**config.mk**
```make
export PLATFORM = sky130hd
export DESIGN_NAME = voice_allocator
export DESIGN_NICKNAME = d
export VERILOG_FILES = /design/src/rtl/voice_allocator.sv
export SDC_FILE = /design/constraint.sdc
export NUM_CORES = 1
export LEC_CHECK = 0
export ABC_AREA = 1
export CORE_MARGIN = 10
export CORE_UTILIZATION = 50
export DETAILED_ROUTE_END_ITERATION = 8
export GPL_TIMING_DRIVEN = 0
export PLACE_DENSITY = 0.83
export SETUP_SLACK_MARGIN = 0.4
export SLEW_MARGIN = 40
export SYNTH_ARGS = -nofsm -noshare
export SYNTH_HDL_FRONTEND = slang
export SYNTH_SLANG_ARGS = --single-unit
```
**constraint.sdc**
```tcl
create_clock -name clk -period 4.1 [get_ports clk]
set_input_delay 0.82 -clock clk [delete_from_list [all_inputs] [get_ports clk]]
set_output_delay 0.82 -clock clk [all_outputs]
set_load 0.01 [all_outputs]
```
**src/rtl/voice_allocator.sv**
```systemverilog
// Polyphonic voice allocator: turns PS/2 key events into per-voice pitch and ADSR-style envelope levels.
// Optional build macro VOICE_ALLOCATOR_STEAL_EN enables round-robin voice stealing when every voice is busy.
module voice_allocator #(
    parameter int NUM_VOICES   = 8,
    parameter int TICK_DIV     = 24000,
    parameter int ATTACK_STEP  = 2048,
    parameter int RELEASE_STEP = 512,
    parameter int VOL_MAX      = 65535
) (
    input  logic                         clk,
    input  logic                         reset_n,
    input  logic [10:0]                  ps2_key,
    output logic [NUM_VOICES-1:0][31:0]  frequencies,
    output logic [NUM_VOICES-1:0][31:0]  voice_volumes,
    output logic [NUM_VOICES-1:0]        active_mask,
    output logic                         overflow
);

    localparam int CNT_W  = (TICK_DIV > 1) ? $clog2(TICK_DIV) : 1;
    localparam int VIDX_W = (NUM_VOICES > 1) ? $clog2(NUM_VOICES) : 1;

    typedef enum logic [1:0] {
        IDLE    = 2'd0,
        ATTACK  = 2'd1,
        SUSTAIN = 2'd2,
        RELEASE = 2'd3
    } voice_state_t;

    // Returns {valid, note index}; index 0 is C4 and 12 is C5.
    function automatic logic [4:0] noteLookup(input logic [7:0] code);
        logic [4:0] res;
        case (code)
            8'h1C:   res = {1'b1, 4'd0};
            8'h1D:   res = {1'b1, 4'd1};
            8'h1B:   res = {1'b1, 4'd2};
            8'h24:   res = {1'b1, 4'd3};
            8'h23:   res = {1'b1, 4'd4};
            8'h2B:   res = {1'b1, 4'd5};
            8'h2C:   res = {1'b1, 4'd6};
            8'h34:   res = {1'b1, 4'd7};
            8'h35:   res = {1'b1, 4'd8};
            8'h33:   res = {1'b1, 4'd9};
            8'h3C:   res = {1'b1, 4'd10};
            8'h3B:   res = {1'b1, 4'd11};
            8'h42:   res = {1'b1, 4'd12};
            default: res = 5'd0;
        endcase
        return res;
    endfunction

    function automatic logic [31:0] noteFreq(input logic [3:0] idx);
        logic [31:0] f;
        case (idx)
            4'd0:    f = 32'd66977;
            4'd1:    f = 32'd70959;
            4'd2:    f = 32'd75178;
            4'd3:    f = 32'd79649;
            4'd4:    f = 32'd84385;
            4'd5:    f = 32'd89402;
            4'd6:    f = 32'd94719;
            4'd7:    f = 32'd100351;
            4'd8:    f = 32'd106318;
            4'd9:    f = 32'd112640;
            4'd10:   f = 32'd119338;
            4'd11:   f = 32'd126434;
            4'd12:   f = 32'd133952;
            default: f = 32'd0;
        endcase
        return f;
    endfunction

    logic                 r_started;
    logic                 r_togglePrev;
    logic                 r_evtValid;
    logic                 r_evtPress;
    logic [3:0]           r_evtNote;
    logic [CNT_W-1:0]     r_tickCnt;
    logic                 r_overflow;
    voice_state_t         r_state [NUM_VOICES];
    logic [15:0]          r_vol   [NUM_VOICES];
    logic [31:0]          r_freq  [NUM_VOICES];
    logic [3:0]           r_note  [NUM_VOICES];
`ifdef VOICE_ALLOCATOR_STEAL_EN
    logic [VIDX_W-1:0]    r_stealPtr;
    logic [VIDX_W-1:0]    w_stealPtrNext;
    logic [NUM_VOICES-1:0] w_stealMask;
`endif

    logic [4:0]            w_lookup;
    logic                  w_tick;
    logic [NUM_VOICES-1:0] w_held;
    logic [NUM_VOICES-1:0] w_releasing;
    logic [NUM_VOICES-1:0] w_idle;
    logic [NUM_VOICES-1:0] w_retrigMask;
    logic [NUM_VOICES-1:0] w_allocMask;
    logic                  w_isPress;
    logic                  w_doRelease;
    logic                  w_doRetrig;
    logic                  w_doAlloc;
    logic                  w_noVoice;
    logic                  w_dropped;
    voice_state_t          w_nextState [NUM_VOICES];
    logic [15:0]           w_nextVol   [NUM_VOICES];
    logic [31:0]           w_nextFreq  [NUM_VOICES];
    logic [3:0]            w_nextNote  [NUM_VOICES];

    assign w_lookup = noteLookup(ps2_key[7:0]);
    assign w_tick   = (r_tickCnt == CNT_W'(TICK_DIV - 1));

    // Event decode stage; the first clock after reset only samples the toggle bit.
    always_ff @(posedge clk or negedge reset_n) begin
        if (!reset_n) begin
            r_started    <= 1'b0;
            r_togglePrev <= 1'b0;
            r_evtValid   <= 1'b0;
            r_evtPress   <= 1'b0;
            r_evtNote    <= 4'd0;
        end else begin
            r_started    <= 1'b1;
            r_togglePrev <= ps2_key[10];
            r_evtValid   <= r_started && (ps2_key[10] != r_togglePrev) && !ps2_key[8] && w_lookup[4];
            r_evtPress   <= ps2_key[9];
            r_evtNote    <= w_lookup[3:0];
        end
    end

    always_ff @(posedge clk or negedge reset_n) begin
        if (!reset_n) begin
            r_tickCnt <= '0;
        end else if (w_tick) begin
            r_tickCnt <= '0;
        end else begin
            r_tickCnt <= r_tickCnt + 1'b1;
        end
    end

    always_comb begin
        w_held      = '0;
        w_releasing = '0;
        w_idle      = '0;
        for (int i = 0; i < NUM_VOICES; i++) begin
            w_held[i]      = (r_note[i] == r_evtNote) && ((r_state[i] == ATTACK) || (r_state[i] == SUSTAIN));
            w_releasing[i] = (r_note[i] == r_evtNote) && (r_state[i] == RELEASE);
            w_idle[i]      = (r_state[i] == IDLE);
        end
    end

    // Lowest-set-bit isolation picks the lowest-numbered candidate voice.
    assign w_retrigMask = w_releasing & (~w_releasing + NUM_VOICES'(1));
    assign w_allocMask  = w_idle & (~w_idle + NUM_VOICES'(1));
    assign w_isPress    = r_evtValid && r_evtPress && !(|w_held);
    assign w_doRelease  = r_evtValid && !r_evtPress;
    assign w_doRetrig   = w_isPress && (|w_releasing);
    assign w_doAlloc    = w_isPress && !(|w_releasing) && (|w_idle);
    assign w_noVoice    = w_isPress && !(|w_releasing) && !(|w_idle);

`ifdef VOICE_ALLOCATOR_STEAL_EN
    assign w_stealMask    = NUM_VOICES'(1) << r_stealPtr;
    assign w_stealPtrNext = !w_noVoice ? r_stealPtr :
                            (r_stealPtr == VIDX_W'(NUM_VOICES - 1)) ? '0 : r_stealPtr + 1'b1;
    assign w_dropped      = 1'b0;
`else
    assign w_dropped      = w_noVoice;
`endif

    // Event is applied first, then any tick in the same cycle acts on the post-event state.
    always_comb begin : nextVoice
        logic [16:0] w_attackSum;
        logic        w_load;
        w_attackSum = '0;
        w_load      = 1'b0;
        for (int i = 0; i < NUM_VOICES; i++) begin
            w_nextState[i] = r_state[i];
            w_nextVol[i]   = r_vol[i];
            w_nextFreq[i]  = r_freq[i];
            w_nextNote[i]  = r_note[i];

            w_load = w_doAlloc && w_allocMask[i];
`ifdef VOICE_ALLOCATOR_STEAL_EN
            w_load = w_load || (w_noVoice && w_stealMask[i]);
`endif
            if (w_doRelease && w_held[i]) begin
                w_nextState[i] = RELEASE;
            end
            if (w_doRetrig && w_retrigMask[i]) begin
                w_nextState[i] = ATTACK;
            end
            if (w_load) begin
                w_nextState[i] = ATTACK;
                w_nextVol[i]   = 16'd0;
                w_nextFreq[i]  = noteFreq(r_evtNote);
                w_nextNote[i]  = r_evtNote;
            end

            if (w_tick) begin
                case (w_nextState[i])
                    ATTACK: begin
                        w_attackSum = {1'b0, w_nextVol[i]} + 17'(ATTACK_STEP);
                        if (w_attackSum >= 17'(VOL_MAX)) begin
                            w_nextVol[i]   = 16'(VOL_MAX);
                            w_nextState[i] = SUSTAIN;
                        end else begin
                            w_nextVol[i]   = w_attackSum[15:0];
                        end
                    end
                    RELEASE: begin
                        if (w_nextVol[i] <= 16'(RELEASE_STEP)) begin
                            w_nextVol[i]   = 16'd0;
                            w_nextState[i] = IDLE;
                        end else begin
                            w_nextVol[i]   = w_nextVol[i] - 16'(RELEASE_STEP);
                        end
                    end
                    default: begin
                        w_nextVol[i] = w_nextVol[i];
                    end
                endcase
            end
        end
    end

    always_ff @(posedge clk or negedge reset_n) begin
        if (!reset_n) begin
            for (int i = 0; i < NUM_VOICES; i++) begin
                r_state[i] <= IDLE;
                r_vol[i]   <= 16'd0;
                r_freq[i]  <= 32'd0;
                r_note[i]  <= 4'd0;
            end
            r_overflow <= 1'b0;
`ifdef VOICE_ALLOCATOR_STEAL_EN
            r_stealPtr <= '0;
`endif
        end else begin
            for (int i = 0; i < NUM_VOICES; i++) begin
                r_state[i] <= w_nextState[i];
                r_vol[i]   <= w_nextVol[i];
                r_freq[i]  <= w_nextFreq[i];
                r_note[i]  <= w_nextNote[i];
            end
            r_overflow <= w_dropped;
`ifdef VOICE_ALLOCATOR_STEAL_EN
            r_stealPtr <= w_stealPtrNext;
`endif
        end
    end

    always_comb begin
        for (int i = 0; i < NUM_VOICES; i++) begin
            frequencies[i]   = r_freq[i];
            voice_volumes[i] = {16'd0, r_vol[i]};
            active_mask[i]   = (r_state[i] != IDLE);
        end
    end

    assign overflow = r_overflow;

endmodule

```
## Yosys cells after proc, flatten, opt, wreduce, memory -nomap -nowiden

Memory sizes are Yosys's and may differ from the RTL's. A register that Yosys moved wholly into a read port is not among the register bits.
Index checks and enable logic that the tools add are counted.

- Add/sub/neg operators: 19
- Order comparisons: 16
- Equality and inequality tests: 63
- Multiplexer cells: 98
- Bitwise operators: 4
- Reductions and logical operators: 90

Operator list:

| kind | count |
|---|---|
| $mux W16 | 32 |
| $pmux W16 S2 | 8 |
| $add A16 B12 Y17 const B | 8 |
| $ge A17 B16 Y1 const B | 8 |
| $le A16 B10 Y1 const B | 8 |
| $sub A16 B10 Y16 const B | 8 |
| $mux W2 | 48 |
| $eq A8 B6 Y1 const B | 9 |
| $pmux W5 S13 | 1 |
| $logic_and A1 B1 Y1 | 50 |
| $eq A2 B2 Y1 const B | 24 |
| $eq A2 B1 Y1 const B | 16 |
| $eq A4 B4 Y1 | 8 |
| $pmux W2 S2 | 8 |
| $eq A8 B5 Y1 const B | 3 |
| $reduce_or A8 Y1 | 3 |
| $add A8 B1 Y8 const B | 2 |
| $and A8 B8 Y8 | 2 |
| $logic_not A2 Y1 | 8 |
| $not A8 Y8 | 2 |
| $reduce_bool A2 Y1 | 8 |
| $add A15 B1 Y15 const B | 1 |
| $eq A15 B15 Y1 const B | 1 |
| $mux W15 | 1 |
| other kinds (4) | 23 |

- Register bits after elaboration: 456
- Bits in read-only memories: 2304
- Output and inout port bits: 521
- Logic and storage cells: 337
- Memories: 8

Memories:

| name | words | width | rd ports | clocked after Yosys merged registers in | write ports | RTL line | source |
|---|---|---|---|---|---|---|---|
| (no name shown) | 16 | 18 | 1 | 1 | 0 | 53 | `case (idx)` |
| (no name shown) | 16 | 18 | 1 | 1 | 0 | 53 |  |
| (no name shown) | 16 | 18 | 1 | 1 | 0 | 53 |  |
| (no name shown) | 16 | 18 | 1 | 1 | 0 | 53 |  |
| (no name shown) | 16 | 18 | 1 | 1 | 0 | 53 |  |
| (no name shown) | 16 | 18 | 1 | 1 | 0 | 53 |  |
| 2 more memories | n/a | n/a | n/a | n/a | n/a | n/a |  |

## Depth between registers and ports, before layout

- Word-level depth: 15
- Depth in mapped cells: 30
- Depth with buffers taken out: 26

## Worst setup path before layout

Ideal clock, no wire load.

- Path type: flip-flop to flip-flop
- Start: register r_state[14] (netlist bit)
- End: register r_vol, in the netlist voice_volumes[173]
- Library setup time: 67 ps
- Arrival time: 3372 ps
- Required time: 4033 ps
- Slack: 661 ps
- Cell stages (with the launch flop): 28
- Path buffers: 2
- Period minus slack after synthesis: 3439 ps
- Cell sequence: dfrtp_1 > inv_1 > ha_1 > nor2_1 > inv_1 > nor2_1 > inv_1 > nor2_1 > nand3_1 > nor2_2 > nand2_2 > nand4_4 > buf_2 > nand2_1 > ha_1 > nand2_1 > nor4_1 > nand3_1 > nand2_1 > inv_1 > nor2_1 > nand2_1 > nand2_1 > nand3_2 > buf_2 > o21ai_0 > nand2_1 > nand2_1

RTL lines:

| element | RTL line | source |
|---|---|---|
| start: declaration | 79 | `voice_state_t r_state [NUM_VOICES];` |
| start signal: indexed assignment | 236 | `r_state[i] <= w_nextState[i];` |
| end signal: indexed assignment | 237 | `r_vol[i] <= w_nextVol[i];` |
| end: declaration | 80 | `logic [15:0] r_vol [NUM_VOICES];` |

==> metrics.csv <==
metric,value,unit
Min-Delay Path Class,in2async,
clk_lat worst skew,0.58,ns
die width,232,um
#FFs+latches synth,344,
ys async rst share,100,%
drt drc,0,
total grt overflow,0,
# fillers,3606,
GR Util met3,5.89,%
initial antenna violation count,0,
vias in the first global route,21200,
Critical-path top delay cell,dfrtp_2,
Via density,5.27,
drt first pass iters,9,
row count,77,
Synth top cells by count,"nand2_1 (1,000), dfrtp_1 (344), inv_1 (310)",
crit path launch,r_evtNote[1]$_DFF_PN0_,
H-tree depth,2,
worst path arrival time,4.18,ns
critical path's most frequent cell,nand2_1,
Wirelength per Cell,18.5,um
f_max,271,MHz
GP Congestion,0.970,
Via Count,23400,
Synth Flop Type,dfrtp_1,
status,finished clean,
CP endpoint,voice_volumes[100]$_DFF_PN0_,
Final min period,3.69,ns
area post-placement,27300,um^2
clock sink count,344,
Multi-input gate area,12000,um^2
Worst VDD drop,299,uV
post-route design area,30400,um^2
Max-slew headroom,39.0,%
Overall Global Routing Usage,27.9,%
crit path max fanout,6,
share of Yosys cell area claimed by the top area cell type,38.1,%
critical path endpoint category,flip-flop,
top-count cell post-synth,nand2_1,
number of max-cap violations,0,
fin. max-slew vios,0,
storage element area,8610,um^2
RSZ-0062 raised after global routing,true,
largest net degree at the start of global routing,74,
sequential cell area fraction in the yosys report,38.1,%
met1 Use GR,35.6,%
share of cells above drive strength 1,18.5,%
post-DP HPWL,58900,um
CTS tree,yes,
first-pass GRT wire length,120000,um
gr busiest metal,met2,
met2 Use GR,45.0,%
syn_area_per_cell,7.18,um^2
Starting Density,50.8,%
clk slew on worst S/H paths,0.06,ns
final count of hold timing violations,0,
initial DRC count,2739,
static leakage,16.1,nW
crit-path max cell delay,0.40,ns
Gate Count Post-Synth,3142,
cell taking the most area after synthesis,dfrtp_1,
Die ar.,54000,um^2
DRT antenna net count,0,
CTS Hold Bufs,0,
CP required,4.59,ns
core area,44400,um^2
IO Port Bufs,293,
Final Cycle Share,89.9,%
Total Wirelength,82100,um
ant diodes,0,
reg-to-reg endpoint,voice_volumes[100]$_DFF_PN0_,
final net count,3888,
Yosys Warn Count,0,
Synth cell types,58,
cell area after synthesis,22600,um^2
final setup vio count,0,
worst-case reg-to-reg path depth,28,
Worst Clk Skew,0.0214,ns
FF-to-FF Start,r_evtNote[1]$_DFF_PN0_,
ranking of synthesized cells by area,"dfrtp_1 (38%), nand2_1 (17%), buf_4 (8.2%)",
crit start category,flip-flop,
CTS buffer count,40,
maximum clock path buffer count,3,
critical path class,reg2reg,
die extent in y,232,um
R2R setup slack,0.41,ns
I/O pin cnt,534,
final setup TNS,0,ns
"EDFF count, synth",0,
PwrDens,256,nW/um^2
Clock Root Buffer,clkbuf_16,
Area growth syn-to-layout,34.6,%
Slew @ Worst Pin,0.915,ns
==> cells by family (layout without fill, tap and decap cells) <==
group	Yosys count	count (layout)	share of synthesized area, %
AND/OR/NAND/NOR	1604	1605	30.9
buffers and inverters	682	1143	16.1
AO/OA/AOI/OAI	408	408	9.71
flip-flops	344	344	38.1
adder cells (fa/ha/maj)	61	61	3.38
XOR/XNOR	35	35	1.36
multiplexers	6	6	0.288
other	2	241	0.0333
==> worst min path at each step <==
stage,startpoint,slack [ns],end
6_report,reset_n,0.13,frequencies[65]$_DFFE_PN0P_
5_1_grt,reset_n,0.14,frequencies[65]$_DFFE_PN0P_
4_1_cts,reset_n,0.13,frequencies[65]$_DFFE_PN0P_
3_5_place_dp,frequencies[128]$_DFFE_PN0P_,0.47,frequencies[128]$_DFFE_PN0P_
3_3_place_gp,r_tickCnt[0]$_DFF_PN0_,0.45,r_tickCnt[0]$_DFF_PN0_
2_1_floorplan,r_tickCnt[0]$_DFF_PN0_,0.43,r_tickCnt[0]$_DFF_PN0_
==> what timing repair did <==
| item | 4_1_cts | 5_1_grt |
|---|---|---|
| pin swaps | 15 | 87 |
| gates cloned | 1 | 6 |
| resized for setup | 54 | 205 |
| endpoints found under the setup margin | 134 | 143 |
| hold endpoints to repair | 0 | 0 |
| setup buffers | 23 | 61 |
==> registers in the layout (all words and copies together) (netlist names) <==
register       cells
r_evtNote          4
r_togglePrev       1
frequencies      144
r_evtValid         1
voice_volumes    128
r_note            32
r_evtPress         1
overflow           1
r_state           16
r_tickCnt         15
r_started          1
==> layer usage <==
| metal | vias up | part of all wire [%] |
|---|---|---|
| met4 | 0 | 4.8 |
| met2 | 1306 | 47 |
| met1 | 10900 | 38 |
| met3 | 252 | 9.9 |
| li1 | 10900 | - |
| met5 | - | 0 |
==> stage by stage <==
| step | total power, mW | utilization [%] | std cells | hold slack [ns] | setup WS (ns) |
|---|---|---|---|---|---|
| after floorplan | 3.85 | - | 3381 | 0.433 | 0.661 |
| after global placement | 4.02 | 61.1 | 4266 | 0.450 | -13.07 |
| after detailed placement | 4.04 | 61.5 | 4273 | 0.472 | -0.0972 |
| after CTS | 7.75 | 65.5 | 4368 | 0.126 | 0.407 |
| after global routing | 7.99 | 68.4 | 4435 | 0.143 | 0.232 |
| final | 7.77 | 68.4 | 4435 | 0.130 | 0.413 |
==> worst max-delay path, delay by kind of cell (launching register included) <==
kind / cells / cell delay [ns]
AND/OR/NAND/NOR: 17 / 1.70
buffers and inverters: 8 / 0.96
flip-flops: 1 / 0.40
adder cells (fa/ha/maj): 1 / 0.28
AO/OA/AOI/OAI: 2 / 0.26
==> final cells by class <==
cell class / instances / share of cell area, %
Inverter: 332 / 4.20
Buffer: 350 / 8.27
Clock inverter: 15 / 0.675
Sequential cell: 344 / 28.3
Timing Repair Buffer: 390 / 12.7
Multi-Input combinational cell: 2356 / 39.6
Clock buffer: 56 / 3.79
Tap cell: 592 / 2.44
==> report_power, final <==
group	switching, mW	total (mW)	internal, mW
Clock	1.52	3.73	2.22
Sequential	0.0129	3.43	3.41
Combinational	0.353	0.607	0.254
Total	1.88	7.77	5.89
==> layout by cell type, fill, tap and decap left out, drive strengths merged, types with 61 or more instances in the layout <==
master         netlist  layout
a21oi               92      92
dfrtp              344     344
nand2             1029    1029
inv                330     330
clkbuf              44     102
ha                  61      61
nand4               73      73
buf                306     402
conb                 2     241
clkdlybuf4s50        0     292
o21ai              276     276
nor2               242     242
nand3              199     200
(Power assumes the default switching activity.)
